### src/rtl/regfile_wb_arbiter.sv
// Register-file write-port arbiter: the pipeline writeback always wins, and mul/div
// results queue in a small FIFO. A busy scoreboard tracks destinations whose mul/div result is still outstanding.
module regfile_wb_arbiter #(
  parameter int DEPTH        = 2,
  parameter int STARVE_LIMIT = 4
) (
  input  logic        clk,
  input  logic        rst,
  input  logic        wb_valid,
  input  logic [4:0]  wb_addr,
  input  logic [31:0] wb_data,
  input  logic        md_valid,
  output logic        md_ready,
  input  logic [4:0]  md_addr,
  input  logic [31:0] md_data,
  input  logic        md_issue_valid,
  input  logic [4:0]  md_issue_addr,
  input  logic [4:0]  src_a,
  input  logic [4:0]  src_b,
  output logic        busy_a,
  output logic        busy_b,
  output logic        pipe_hold,
  output logic        rf_we,
  output logic [4:0]  rf_waddr,
  output logic [31:0] rf_wdata,
  output logic        err
);

  localparam int PW = (DEPTH > 1) ? $clog2(DEPTH) : 1;
  localparam int CW = $clog2(DEPTH + 1);
  localparam int WW = $clog2(STARVE_LIMIT + 1);

  typedef struct packed {
    logic [4:0]  addr;
    logic [31:0] data;
  } md_ent_t;

  md_ent_t [DEPTH-1:0] mem_q, mem_d;
  logic [PW-1:0]       wr_ptr_q, wr_ptr_d, rd_ptr_q, rd_ptr_d;
  logic [CW-1:0]       count_q, count_d;
  logic [WW-1:0]       wait_cnt_q, wait_cnt_d;
  logic                pipe_hold_q, pipe_hold_d;
  logic [31:0]         busy_q, busy_d;
  logic                rf_we_q, rf_we_d;
  logic [4:0]          rf_waddr_q, rf_waddr_d;
  logic [31:0]         rf_wdata_q, rf_wdata_d;
  logic                md_src_q, md_src_d;
  logic                err_q, err_d;

  logic    fifo_empty, fifo_full, push, pop;
  md_ent_t head;

  assign fifo_empty = (count_q == '0);
  assign fifo_full  = (count_q == CW'(DEPTH));
  // Readiness looks only at registered occupancy, so a same-cycle pop never opens a slot early.
  assign md_ready   = !rst && !fifo_full;
  assign push       = md_valid && md_ready;
  assign pop        = !wb_valid && !fifo_empty;
  assign head       = mem_q[rd_ptr_q];

  always_comb begin
    mem_d    = mem_q;
    wr_ptr_d = wr_ptr_q;
    rd_ptr_d = rd_ptr_q;
    count_d  = count_q;
    if (push) begin
      mem_d[wr_ptr_q] = '{addr: md_addr, data: md_data};
      wr_ptr_d        = wr_ptr_q + 1'b1;
    end
    if (pop)
      rd_ptr_d = rd_ptr_q + 1'b1;
    case ({push, pop})
      2'b10:   count_d = count_q + 1'b1;
      2'b01:   count_d = count_q - 1'b1;
      default: count_d = count_q;
    endcase
  end

  always_comb begin
    wait_cnt_d = wait_cnt_q;
    if (fifo_empty || pop)
      wait_cnt_d = '0;
    else if (wait_cnt_q != WW'(STARVE_LIMIT))
      wait_cnt_d = wait_cnt_q + 1'b1;
    pipe_hold_d = (wait_cnt_d == WW'(STARVE_LIMIT));
  end

  // The winner is registered even when its address is 0; only rf_we masks the write.
  always_comb begin
    rf_we_d    = 1'b0;
    rf_waddr_d = '0;
    rf_wdata_d = '0;
    md_src_d   = 1'b0;
    if (wb_valid) begin
      rf_we_d    = (wb_addr != '0);
      rf_waddr_d = wb_addr;
      rf_wdata_d = wb_data;
    end else if (pop) begin
      rf_we_d    = (head.addr != '0);
      rf_waddr_d = head.addr;
      rf_wdata_d = head.data;
      md_src_d   = (head.addr != '0);
    end
  end

  // The clear lags the write by a cycle to cover the register file's registered read.
  always_comb begin
    busy_d = busy_q;
    if (rf_we_q && md_src_q)
      busy_d[rf_waddr_q] = 1'b0;
    if (md_issue_valid && md_issue_addr != '0)
      busy_d[md_issue_addr] = 1'b1;
  end

  always_comb begin
    err_d = err_q;
    if (md_issue_valid && md_issue_addr != '0 && busy_q[md_issue_addr])
      err_d = 1'b1;
    if (wb_valid && wb_addr != '0 && busy_q[wb_addr])
      err_d = 1'b1;
  end

  always_ff @(posedge clk)
    mem_q <= mem_d;

  always_ff @(posedge clk) begin
    if (rst) begin
      wr_ptr_q    <= '0;
      rd_ptr_q    <= '0;
      count_q     <= '0;
      wait_cnt_q  <= '0;
      pipe_hold_q <= 1'b0;
      busy_q      <= '0;
      rf_we_q     <= 1'b0;
      rf_waddr_q  <= '0;
      rf_wdata_q  <= '0;
      md_src_q    <= 1'b0;
      err_q       <= 1'b0;
    end else begin
      wr_ptr_q    <= wr_ptr_d;
      rd_ptr_q    <= rd_ptr_d;
      count_q     <= count_d;
      wait_cnt_q  <= wait_cnt_d;
      pipe_hold_q <= pipe_hold_d;
      busy_q      <= busy_d;
      rf_we_q     <= rf_we_d;
      rf_waddr_q  <= rf_waddr_d;
      rf_wdata_q  <= rf_wdata_d;
      md_src_q    <= md_src_d;
      err_q       <= err_d;
    end
  end

  assign busy_a    = busy_q[src_a];
  assign busy_b    = busy_q[src_b];
  assign pipe_hold = pipe_hold_q;
  assign rf_we     = rf_we_q;
  assign rf_waddr  = rf_waddr_q;
  assign rf_wdata  = rf_wdata_q;
  assign err       = err_q;

endmodule

### config.mk
export PLATFORM = sky130hd
export DESIGN_NAME = regfile_wb_arbiter
export DESIGN_NICKNAME = d
export VERILOG_FILES = /design/src/rtl/regfile_wb_arbiter.sv
export SDC_FILE = /design/constraint.sdc
export NUM_CORES = 1
export LEC_CHECK = 0
export BUFFER_PORTS_ARGS = -buffer_cell sky130_fd_sc_hd__buf_2
export CELL_PAD_IN_SITES_DETAIL_PLACEMENT = 0
export CELL_PAD_IN_SITES_GLOBAL_PLACEMENT = 1
export CORE_ASPECT_RATIO = 1.1
export CORE_MARGIN = 3
export CORE_UTILIZATION = 40
export CTS_BUF_LIST = sky130_fd_sc_hd__clkbuf_8
export CTS_CLUSTER_SIZE = 12
export DETAILED_ROUTE_END_ITERATION = 8
export PLACE_DENSITY = 0.8
export SLEW_MARGIN = 20
export SYNTH_ARGS = -nofsm -noshare
export SYNTH_HDL_FRONTEND = slang
export SYNTH_SLANG_ARGS = --single-unit
### constraint.sdc
create_clock -name clk -period 2.53 [get_ports clk]
set_clock_uncertainty 0.05 [all_clocks]
set_input_delay 0 -clock clk [delete_from_list [all_inputs] [get_ports clk]]
set_output_delay 0 -clock clk [all_outputs]
set_load 0.005 [all_outputs]
# [Yosys cells after proc, flatten, opt, wreduce, memory -nomap -nowiden]
# Cells that the tools add are included.
# W data, S select, Z words.
[op_classes] addsub=5 order_cmp=10 n_eq_ne=5 muxes=30 bitwise=3 n_reduce_logical=23
[op_table] cell="$mux W32" n=4
[op_table] cell="$mux W37" n=3
[op_table] cell="$bwmux W74" n=1
[op_table] cell="$demux W37 S1" n=1
[op_table] cell="$and A32 B32 Y32" n=1
[op_table] cell="$not A32 Y32" n=1
[op_table] cell="$or A32 B32 Y32" n=1
[op_table] cell="$lt A5 B6 Y1 const B" n=5
[op_table] cell="$bmux W1 S5" n=4
[op_table] cell="$reduce_bool A5 Y1" n=3
[op_table] cell="$logic_and A1 B1 Y1" n=11
[op_table] cell="$demux W1 S5" n=2
[op_table] cell="$ge A5 B1 Y1 const B" n=2
[op_table] cell="$mux W1" n=10
[op_table] cell="$mux W5" n=2
[op_table] cell="$mux W3" n=2
[op_table] cell="$eq A2 B2 Y1 const B" n=2
[op_table] cell="$logic_not A1 Y1" n=4
[op_table] cell="$lt A1 B2 Y1 const B" n=2
[op_table] cell="$pmux W2 S2" n=1
[op_table] cell="$reduce_bool A2 Y1" n=2
[op_table] cell="$add A3 B1 Y3 const B" n=1
[op_table] cell="$eq A3 B3 Y1 const B" n=1
[op_table] cell="$ne A3 B3 Y1 const B" n=1
[op_table] cell="other kinds (8)" n=9
[totals] reg_bits=154 inputBits=94 out_inout_bits=43 wordCells=91

# [Depth between registers and ports, before layout]
# Gate-level depths: netlist of run 1.
[depth] ltp_word=9 depth_mapped=7

# [Worst setup path before layout of run 1]
# No wires, ideal clock.
[synth_timing] kind="reg2reg" start="register count_q[0]" end="register mem_q[0] (netlist name), enable pin" setup_time_ps=431 arrival_time_ps=2353 required_ps=2049 setup_slack_ps=-305 stages_incl_launch_ff=5 period_less_slack_ps=2835 cell_sequence="dfxtp_1 -> inv_1 -> a21oi_1 -> nand2_1 -> nor2_1"
[synth_between] elab_chain_len=4
[synth_lines] element="start: declaration" line_no="40" source="logic [CW-1:0] count_q, count_d;"
[synth_lines] element="start signal: assignment" line_no="142" source="count_q <= count_d;"
[synth_lines] element="$eq A2 B2 Y1" line_no="54" source="assign fifo_full = (count_q == CW'(DEPTH));"
[synth_lines] element="$logic_not A1 Y1" line_no="56" source="assign md_ready = !rst && !fifo_full;"
[synth_lines] element="$logic_and A1 B1 Y1" line_no="56"
[synth_lines] element="named net md_ready" line_no="13" source="output logic md_ready,"
[synth_lines] element="$logic_and A1 B1 Y1" line_no="57" source="assign push = md_valid && md_ready;"
[synth_lines] element="end signal: assignment" line_no="124" source="mem_q <= mem_d;"
[synth_lines] element="end: declaration" line_no="38" source="md_ent_t [DEPTH-1:0] mem_q, mem_d;"
# The timed path passes the listed nets, and every way through them passes these cells.
# A chain may end at the register's enable or synchronous reset.

# [Worst setup path after layout of run 1]
[layout_timing] start="register busy_q[14]" end="output busy_b"
[layout_between] elab_chain_len=2
[layout_lines] element="start: declaration" line_no="43" source="logic [31:0] busy_q, busy_d;"
[layout_lines] element="start signal: assignment" line_no="145" source="busy_q <= busy_d;"
[layout_lines] element="$bmux W1 S5" line_no="155" source="assign busy_b = busy_q[src_b];"
[layout_lines] element="$mux W1 (implied by the code)" line_no="155"
[layout_lines] element="end: declaration" line_no="21" source="output logic busy_b,"
# Every way passes these cells. The select of a mux whose other input is x is not followed.

==> results of run 1 <==
[final cells by class]
type | instances | share of cell area [%]
Timing Repair Buffer | 231 | 18.6
Antenna cell | 1 | 0.0287
Sequential cell | 154 | 43.9
Tap cell | 200 | 2.87
Clock buffer | 17 | 2.69
Multi-Input combinational cell | 349 | 29.6
Inverter | 5 | 0.215
Clock inverter | 15 | 2.10
[cell families (layout without fill, tap and decap cells)]
family | after synthesis | in the layout | share of synthesized area [%]
buf+inv | 39 | 268 | 2.41
flops | 154 | 154 | 58.4
compound gates | 120 | 120 | 9.77
simple gates | 142 | 142 | 9.87
fa+ha+maj | 3 | 3 | 0.574
mux | 79 | 79 | 18.3
xor+xnor | 5 | 5 | 0.669
other cells | 0 | 1 | 0
[per-stage QoR]
step                      area [um2]  total power, W  setup WS (ns)  hold slack, ns
final                           8710         0.00579          0.262          0.0105
after global routing            8710         0.00605          0.224          0.0243
after CTS                       8710         0.00582          0.255        0.000893
after detailed placement        7400         0.00380          0.627           0.141
after global placement          7400         0.00378          0.707           0.138
after floorplan                 6550         0.00348          0.305         -0.0102
[timing repair]
| item | 4_1_cts | 5_1_grt |
|---|---|---|
| buffers inserted | 0 | 0 |
| gates resized for setup | 0 | 0 |
| hold buffers | 89 | 0 |
| hold endpoints to repair | 121 | 0 |
[how the worst max path moves through the flow]
| stage | from | end | slack (ns) |
|---|---|---|---|
| after detailed placement | count_q[0] | rf_wdata[12] | 0.63 |
| after floorplan | count_q[0] | mem_q[0] | 0.30 |
| after global routing | busy_q[3] | busy_a | 0.22 |
| final | busy_q[14] | busy_b | 0.26 |
| after CTS | busy_q[15] | busy_b | 0.25 |
| after global placement | md_issue_addr[0] | err | 0.71 |
[flip-flops by register name, indices dropped and copies added (netlist names)]
| register | cells |
|---|---|
| md_src_q | 1 |
| count_q | 2 |
| err | 1 |
| rf_wdata | 32 |
| rf_we | 1 |
| wr_ptr_q | 1 |
| rd_ptr_q | 1 |
| busy_q | 32 |
| wait_cnt_q | 3 |
| rf_waddr | 5 |
| mem_q | 74 |
| pipe_hold | 1 |
[layout by cell type (no fill, tap or decap), drive strengths merged, types with 3 or more instances in the layout]
master       count
xnor2            3
inv             13
nor3             4
mux4            32
nor3b            5
o21ai           72
clkinv           4
mux2             4
nor2b            4
clkbuf          17
dfxtp           80
a211oi           3
dlygate4sd3     89
nand2           81
nand3b           5
a21oi           35
nor2            23
ha               3
or3              4
and3             4
buf            142
edfxtp          74
mux2i           43
[per-layer routing]
layer | GRT usage (%) | vias up | wire length [um]
met5 | 0 | - | 0
met4 | 6.42 | 0 | 369
met3 | 5.26 | 31 | 1520
met2 | 34.2 | 268 | 8910
met1 | 24.7 | 2600 | 7010
li1 | - | 2443 | -
[power by group]
| part | switching (W) | leakage [nW] | internal, W | total [W] |
|---|---|---|---|---|
| clock network | 0.00101 | 0.211 | 0.000916 | 0.00193 |
| registers | 0.0000988 | 1.33 | 0.00281 | 0.00290 |
| logic | 0.000500 | 1.71 | 0.000457 | 0.000957 |
[tightest hold or removal path: cells and delay by family]
| kind | cells | cell delay, ns |
|---|---|---|
| and+or+nand+nor | 2 | 0.29 |
| buffers and inverters | 1 | 0.11 |
| AOI/OAI and AO/OA | 1 | 0.07 |
==> impl_metrics.toml, run 1 <==
[global_routing]
grt_max_degree = 40
grt_pass1_vias = 5386
antenna_found_initial = 0
track_usage_pct = 20.0
grt_overflow = 0
grt_pass1_wl_um = 28000

[min_path]
whs_path_depth = 4
min_to = "rf_waddr[3]"
hold_path.class = "input pin to flip-flop"
worstHoldStart = "wb_valid"

[pwr]
p_leak_nw = 3.25
ir_drop_v = 0.000528
power_density_nw_per_um2 = 665

[place]
numPortBuffers = 136
gp_congestion = 0.984
hpwlAfterDp_um = 11500
placed_cells = 850

[sta]
finalSetupViolations = 0
clock.fmax_mhz = 441
maxSlewHeadroom_pct = 36.1
period_share_pct = 89.6
fin_setup_tns_ns = 0
finalMaxSlewViolations = 0
rsz0062_at_grt = "false"
period_needed_ns = 2.27
final-hold-violation-count = 0
worstMarginPinSlew_ns = 0.955

[critical_path]
critPathLaunchType = "flip-flop"
crit_top_cell = "mux4_2"
cp.required_ns = 2.48
rr_startpoint = "count_q[0]"
regToRegEndpoint = "count_q[1]"
rrSetupSlack_ns = 0.65
r2r.worst_path.cells = 6
critPathTopFamily = "multiplexers"
cp.depth = 4
worst-setup-path-type = "flip-flop to primary output"
endpoint_kind = "primary output"
max_stage_delay_ns = 0.51
crit_fanout = 5
crit_buf_inv = 1
cp.arrival_ns = 2.22
crit_chain = "mux4_2 > mux4_2 > mux2_2 > buf_2"
worst_path_max_delay_cell = "mux4_2"

[flow_run]
max-cap-violations = 0

[synthesis]
avgSynthCellArea_um2 = 12.1
yosys.area.top_type = "edfxtp_1"
synth_edf_count = 74
yosysUniqueCellTypes = 39
yosys_warnings = 0
synthCells = 542
ys_seq_area_share_pct = 58.4
mappedNetlistArea_um2 = 6540
synth-seq-cells = 154
yosysTopAreaCellShare_pct = 34.0
synth_nets = 639
async_flop_share_pct = 0
yosysMostFrequentCell = "nand2_1"
ys_top_cells_by_area = "edfxtp_1 (34%), dfxtp_1 (24%), mux4_2 (11%)"
synthTopCellsByCount = "nand2_1 (81), dfxtp_1 (80), edfxtp_1 (74), o21ai_0 (72), mux2i_1 (43)"
synthFlopType = "dfxtp_1"

[finish]
nets = 855
area_growth_pct = 33.1
fillers = 1360
postLayoutCoreUtil_pct = 54.9
ff_latch_area_um2 = 3820
fin_cells = 972
drive_above_1_share_pct = 28.0
multi_input_area_um2 = 2580

[floorplan]
die_area_um2 = 17900
rows = 48
die_h_um = 140
die_w_um = 128
core_um2 = 15900
start_util_pct = 41.3
ioPinCount = 137

[drt]
drt-initial-drc-count = 434
avgRoutedWirePerCell_um = 18.3
via_per_inst = 5.50
drt-pass1-iter-count = 5
drt-total-wl_um = 17800
drcViolationCount = 0
via_count = 5342
postRouteAntennaNets = 0

[clock_network]
tritoncts = "yes"
cts_buffers = 17
clock_latency_ns = 0.46
cts.sink_count = 154
htree_levels = 4
clk_path_buf_depth = 2
cts_root_buf = "clkbuf_8"
clkSlewWorstSetupHoldPaths_ns = 0.09

[outcome]
outcome = "finished, final reports clean"
Note: power is estimated with default switching activity, not from simulation.
==> inputs of run 2 (changes only) <==
==> constraint.sdc (replaced) <==
create_clock -name clk -period 2.53 [get_ports clk]
set_clock_uncertainty 0.05 [all_clocks]
set_input_delay 0 -clock clk [delete_from_list [all_inputs] [get_ports clk]]
set_output_delay 0 -clock clk [all_outputs]
set_load 0.01 [all_outputs]
==> run 2 against run 1 <==
Non-clock buffer count grew 4. First-iteration DRC count grew 16%. Critical path depth is the same. Critical path type unchanged. Sequential power is essentially flat. Total power grew 0.89%. Global-route usage grew 0.40 points.
==> impl_metrics.toml, run 2 (synthesized netlist as in run 1, its figures left out) <==
[drt]
avgRoutedWirePerCell_um = 18.3
drt-initial-drc-count = 504
drt-pass1-iter-count = 5
drt-total-wl_um = 17900
via_count = 5333
via_per_inst = 5.47
postRouteAntennaNets = 0
drcViolationCount = 0

[sta]
setup_ws_ns = 0.250
finalMaxSlewViolations = 0
clock.fmax_mhz = 439
rsz0062_at_grt = "false"
maxSlewHeadroom_pct = 42.4
worstMarginPinSlew_ns = 0.861
finalSetupViolations = 0
holdWs_ns = 0.0395
final-hold-violation-count = 0
period_needed_ns = 2.28
period_share_pct = 90.1
fin_setup_tns_ns = 0

[finish]
postLayoutCoreUtil_pct = 55.3
diodes = 0
layout_common_cells = "buf_2 (136), dlygate4sd3_1 (92), nand2_1 (81)"
regMostFlops = "mem_q"
final_common_cell = "buf_2"
stdcell_area_um2 = 8770
area_growth_pct = 34.0
largest_reg_flops = 74
drive_above_1_share_pct = 28.0
fillers = 1341
nets = 859

[global_routing]
grt_overflow = 0
antenna_found_initial = 0
grt_pass1_vias = 5489
grt_max_degree = 40
grt_pass1_wl_um = 28700
track_usage_pct = 20.4

[outcome]
outcome = "finished, final reports clean"

[clock_network]
post_cts_buffers = 0
cts_hold_repair.buffers = 92
cts.sink_count = 154
htree_levels = 4
cts_buffers = 17
clock_latency_ns = 0.45
clk_path_buf_depth = 2
cts_root_buf = "clkbuf_8"
tritoncts = "yes"
cts_resized = 0
clkSlewWorstSetupHoldPaths_ns = 0.09

[critical_path]
cp.arrival_ns = 2.23
crit_fanout = 5
critPathLaunchType = "flip-flop"
endpoint_kind = "primary output"
cp.required_ns = 2.48
worst-setup-path-type = "flip-flop to primary output"

[place]
dpl_cell_area_um2 = 7430
hpwlAfterDp_um = 11600
dp_slack_ns = 0.617
numPortBuffers = 136
gp_congestion = 0.992

[pwr]
internal_power_w = 0.00420
net-switching-power_w = 0.00164
p_sw_share_pct = 28.1
power_density_nw_per_um2 = 666
ir_drop_v = 0.000616
seqPwrFrac_pct = 49.7
p_clk_share_pct = 33.0
combPwrFrac_pct = 17.3
p_leak_nw = 3.28

[flow_run]
max-cap-violations = 0

[floorplan]
rows = 48
die_w_um = 128
die_area_um2 = 17900
die_h_um = 140
core_um2 = 15900
start_util_pct = 41.3
ioPinCount = 137

[min_path]
hold_path.class = "input pin to flip-flop"
==> run 2: routing by layer <==
layer / part of all wire, % / up-vias / GRT usage (%)
met3: 8.7 / 34 / 6.03
met1: 39 / 2574 / 25.6
met5: 0 / - / 0
met4: 2.4 / 0 / 6.70
li1: - / 2453 / -
met2: 50 / 272 / 33.9
==> run 2: per-stage QoR <==
stage	total power, W	instances
after CTS	0.00586	975
after floorplan	0.00351	542
after global routing	0.00611	975
after detailed placement	0.00385	851
after global placement	0.00382	851
final	0.00584	975
==> run 2: power by group through the flow <==
stage                     registers (W)  logic, W  clock network [W]
after floorplan                 0.00297  0.000539                  0
after global placement          0.00295  0.000871                  0
after detailed placement        0.00296  0.000893                  0
after CTS                       0.00290   0.00101            0.00195
after global routing            0.00292   0.00111            0.00208
final                           0.00290   0.00101            0.00193
==> run 2: final timing paths <==
| path | slack [ns] | to | cells after the start | startpoint |
|---|---|---|---|---|
| worst max-delay path | 0.25 | busy_a | 4 | busy_q[15] |
| worst min-delay path | 0.04 | rf_waddr[2] | 4 | wb_valid |
| worst max register to register | 0.66 | count_q[1] | 6 | count_q[0] |
| worst min register to register | 0.48 | count_q[1] | 2 | count_q[1] |
==> run 2: cell type report <==
type | instances | area [um2] | share of cell area (%)
Clock buffer | 17 | 234 | 2.67
Sequential cell | 154 | 3820 | 43.6
Multi-Input combinational cell | 349 | 2580 | 29.4
Clock inverter | 15 | 183 | 2.08
Tap cell | 200 | 250 | 2.85
Timing Repair Buffer | 235 | 1680 | 19.1
Inverter | 5 | 18.8 | 0.214
==> run 2: critical path: stages (launching register included) <==
cell     delay, ns
dfxtp_1       0.37
mux4_2        0.51
mux4_2        0.51
mux2_2        0.27
buf_2         0.14
==> inputs of run 3 (changes only) <==
--- a/config.mk
+++ b/config.mk
@@ -14,6 +14,7 @@
 export CTS_BUF_LIST = sky130_fd_sc_hd__clkbuf_8
 export CTS_CLUSTER_SIZE = 12
 export DETAILED_ROUTE_END_ITERATION = 8
+export MAX_ROUTING_LAYER = met4
 export PLACE_DENSITY = 0.8
 export SLEW_MARGIN = 20
 export SYNTH_ARGS = -nofsm -noshare
==> run 3 against run 2 <==
Critical path depth stayed put. Critical path type unchanged. Global-route usage is 1.0 points higher. Register-to-register slack worse by 0.03 ns. Combinational power hardly changed. Final area is 0.58% lower. Worst setup slack worse by 0.0054 ns. Sequential power hardly changed. Die area stayed put.
==> impl_metrics.toml, run 3 (synthesized netlist as in run 1, its figures left out) <==
[drt]
avgRoutedWirePerCell_um = 18.8
met1_length_um = 7160
drt-total-wl_um = 18300
via_count = 5254
postRouteAntennaNets = 0
top_layer = "met4"
drcViolationCount = 0
drt-pass1-iter-count = 5
met2WireLength_um = 9170
wl_met3_um = 1470
drt-initial-drc-count = 363
via_per_inst = 5.39

[sta]
fin_setup_tns_ns = 0
clock.fmax_mhz = 438
worstMarginPinSlew_ns = 0.932
holdWs_ns = 0.0304
maxSlewHeadroom_pct = 37.7
finalMaxSlewViolations = 0
rsz0062_at_grt = "false"
period_share_pct = 90.3
finalSetupViolations = 0
final-hold-violation-count = 0
period_needed_ns = 2.29

[min_path]
worstHoldStart = "wb_valid"
min_to = "rf_waddr[2]"
hold_path.class = "input pin to flip-flop"
whs_path_depth = 4

[critical_path]
rrSetupSlack_ns = 0.63
endpoint_kind = "primary output"
regToRegEndpoint = "count_q[1]"
r2r.worst_path.cells = 6
worst-setup-path-type = "flip-flop to primary output"
rr_startpoint = "count_q[0]"
cp.arrival_ns = 2.24
critPathLaunchType = "flip-flop"
crit_fanout = 5
cp.required_ns = 2.48

[clock_network]
htree_levels = 4
tritoncts = "yes"
clkSlewWorstSetupHoldPaths_ns = 0.08
clock_latency_ns = 0.46
cts_resized = 0
cts.sink_count = 154
clk_path_buf_depth = 2
cts_root_buf = "clkbuf_8"
post_cts_buffers = 0
cts_hold_repair.buffers = 92
cts_buffers = 17

[pwr]
internal_power_w = 0.00411
net-switching-power_w = 0.00166
seqPwrFrac_pct = 50.3
p_sw_share_pct = 28.7
p_leak_nw = 3.25
power_density_nw_per_um2 = 662
ir_drop_v = 0.000440
p_clk_share_pct = 32.3
combPwrFrac_pct = 17.3

[global_routing]
grt_pass1_vias = 5473
antenna_found_initial = 0
grt_max_degree = 40
grt_overflow = 0
grt_pass1_wl_um = 28800
track_usage_pct = 21.5

[finish]
fillers = 1333
stdcell_area_um2 = 8720
layout_common_cells = "buf_2 (136), dlygate4sd3_1 (92), nand2_1 (81)"
nets = 858
postLayoutCoreUtil_pct = 55.0
fin_cells = 974
drive_above_1_share_pct = 27.9
diodes = 0
final_common_cell = "buf_2"
regMostFlops = "mem_q"
largest_reg_flops = 74
area_growth_pct = 33.2

[floorplan]
rows = 48
core_um2 = 15900
die_w_um = 128
ioPinCount = 137
die_area_um2 = 17900
die_h_um = 140
start_util_pct = 41.3

[flow_run]
max-cap-violations = 0

[place]
hpwlAfterDp_um = 11700
numPortBuffers = 136
gp_congestion = 1.04
dpl_cell_area_um2 = 7400
placed_cells = 850

[outcome]
outcome = "finished, final reports clean"
==> run 3: changes by cell type in the layout (fill, tap and decap cells not counted) <==
cell        change
buf_12          -2
buf_4           +1
bufinv_16       -1
clkbuf_8        +1
clkinv_1        +1
clkinv_2        -1
clkinv_4        +1
clkinv_8        -1
clkinvlp_4      +1
inv_1           -1
inv_6           -1
inv_8           +1
==> run 3: how the worst max path moves through the flow <==
stage                      from           end  slack, ns  cells past startpoint
2_1_floorplan        count_q[0]      mem_q[0]       0.21                      4
3_3_place_gp   md_issue_addr[0]           err       0.70                      6
6_report             busy_q[31]        busy_a       0.24                      4
5_1_grt              busy_q[31]        busy_a       0.15                      4
4_1_cts              busy_q[31]        busy_a       0.21                      4
3_5_place_dp         count_q[0]  rf_wdata[18]       0.57                      3
==> run 3: through the flow <==
step	setup slack [ns]	total power, W
2_1_floorplan	0.209	0.00351
3_3_place_gp	0.698	0.00381
3_5_place_dp	0.571	0.00384
4_1_cts	0.206	0.00580
5_1_grt	0.155	0.00604
6_report	0.244	0.00577
==> run 3: power by group through the flow <==
stage                     Sequential (W)  Combinational [W]  Clock (W)
after detailed placement         0.00296           0.000885          0
final                            0.00290            0.00100    0.00187
after CTS                        0.00290           0.000999    0.00190
after floorplan                  0.00297           0.000539          0
after global routing             0.00293            0.00109    0.00202
after global placement           0.00295           0.000857          0
==> run 3: final cells by class <==
cell class / count / area (um2) / share of cell area, %
clock buffers: 18 / 248 / 2.84
clock inverters: 14 / 150 / 1.72
inverters: 5 / 18.8 / 0.215
multi-input cells: 349 / 2580 / 29.6
flip-flops and latches: 154 / 3820 / 43.9
well taps: 200 / 250 / 2.87
repair buffers: 234 / 1650 / 18.9
==> run 3: layer usage <==
metal  vias up  global-route usage, %
met5         -                      -
met4         0                   7.99
met3        43                   5.34
met2       257                   35.0
met1      2505                   25.8
li1       2449                      -
==> run 3: critical path, cell delays in order (launching register included) <==
cell and delay, ns:
dfxtp_1 0.36, mux4_2 0.52, mux4_2 0.48, mux2_2 0.28, buf_2 0.14
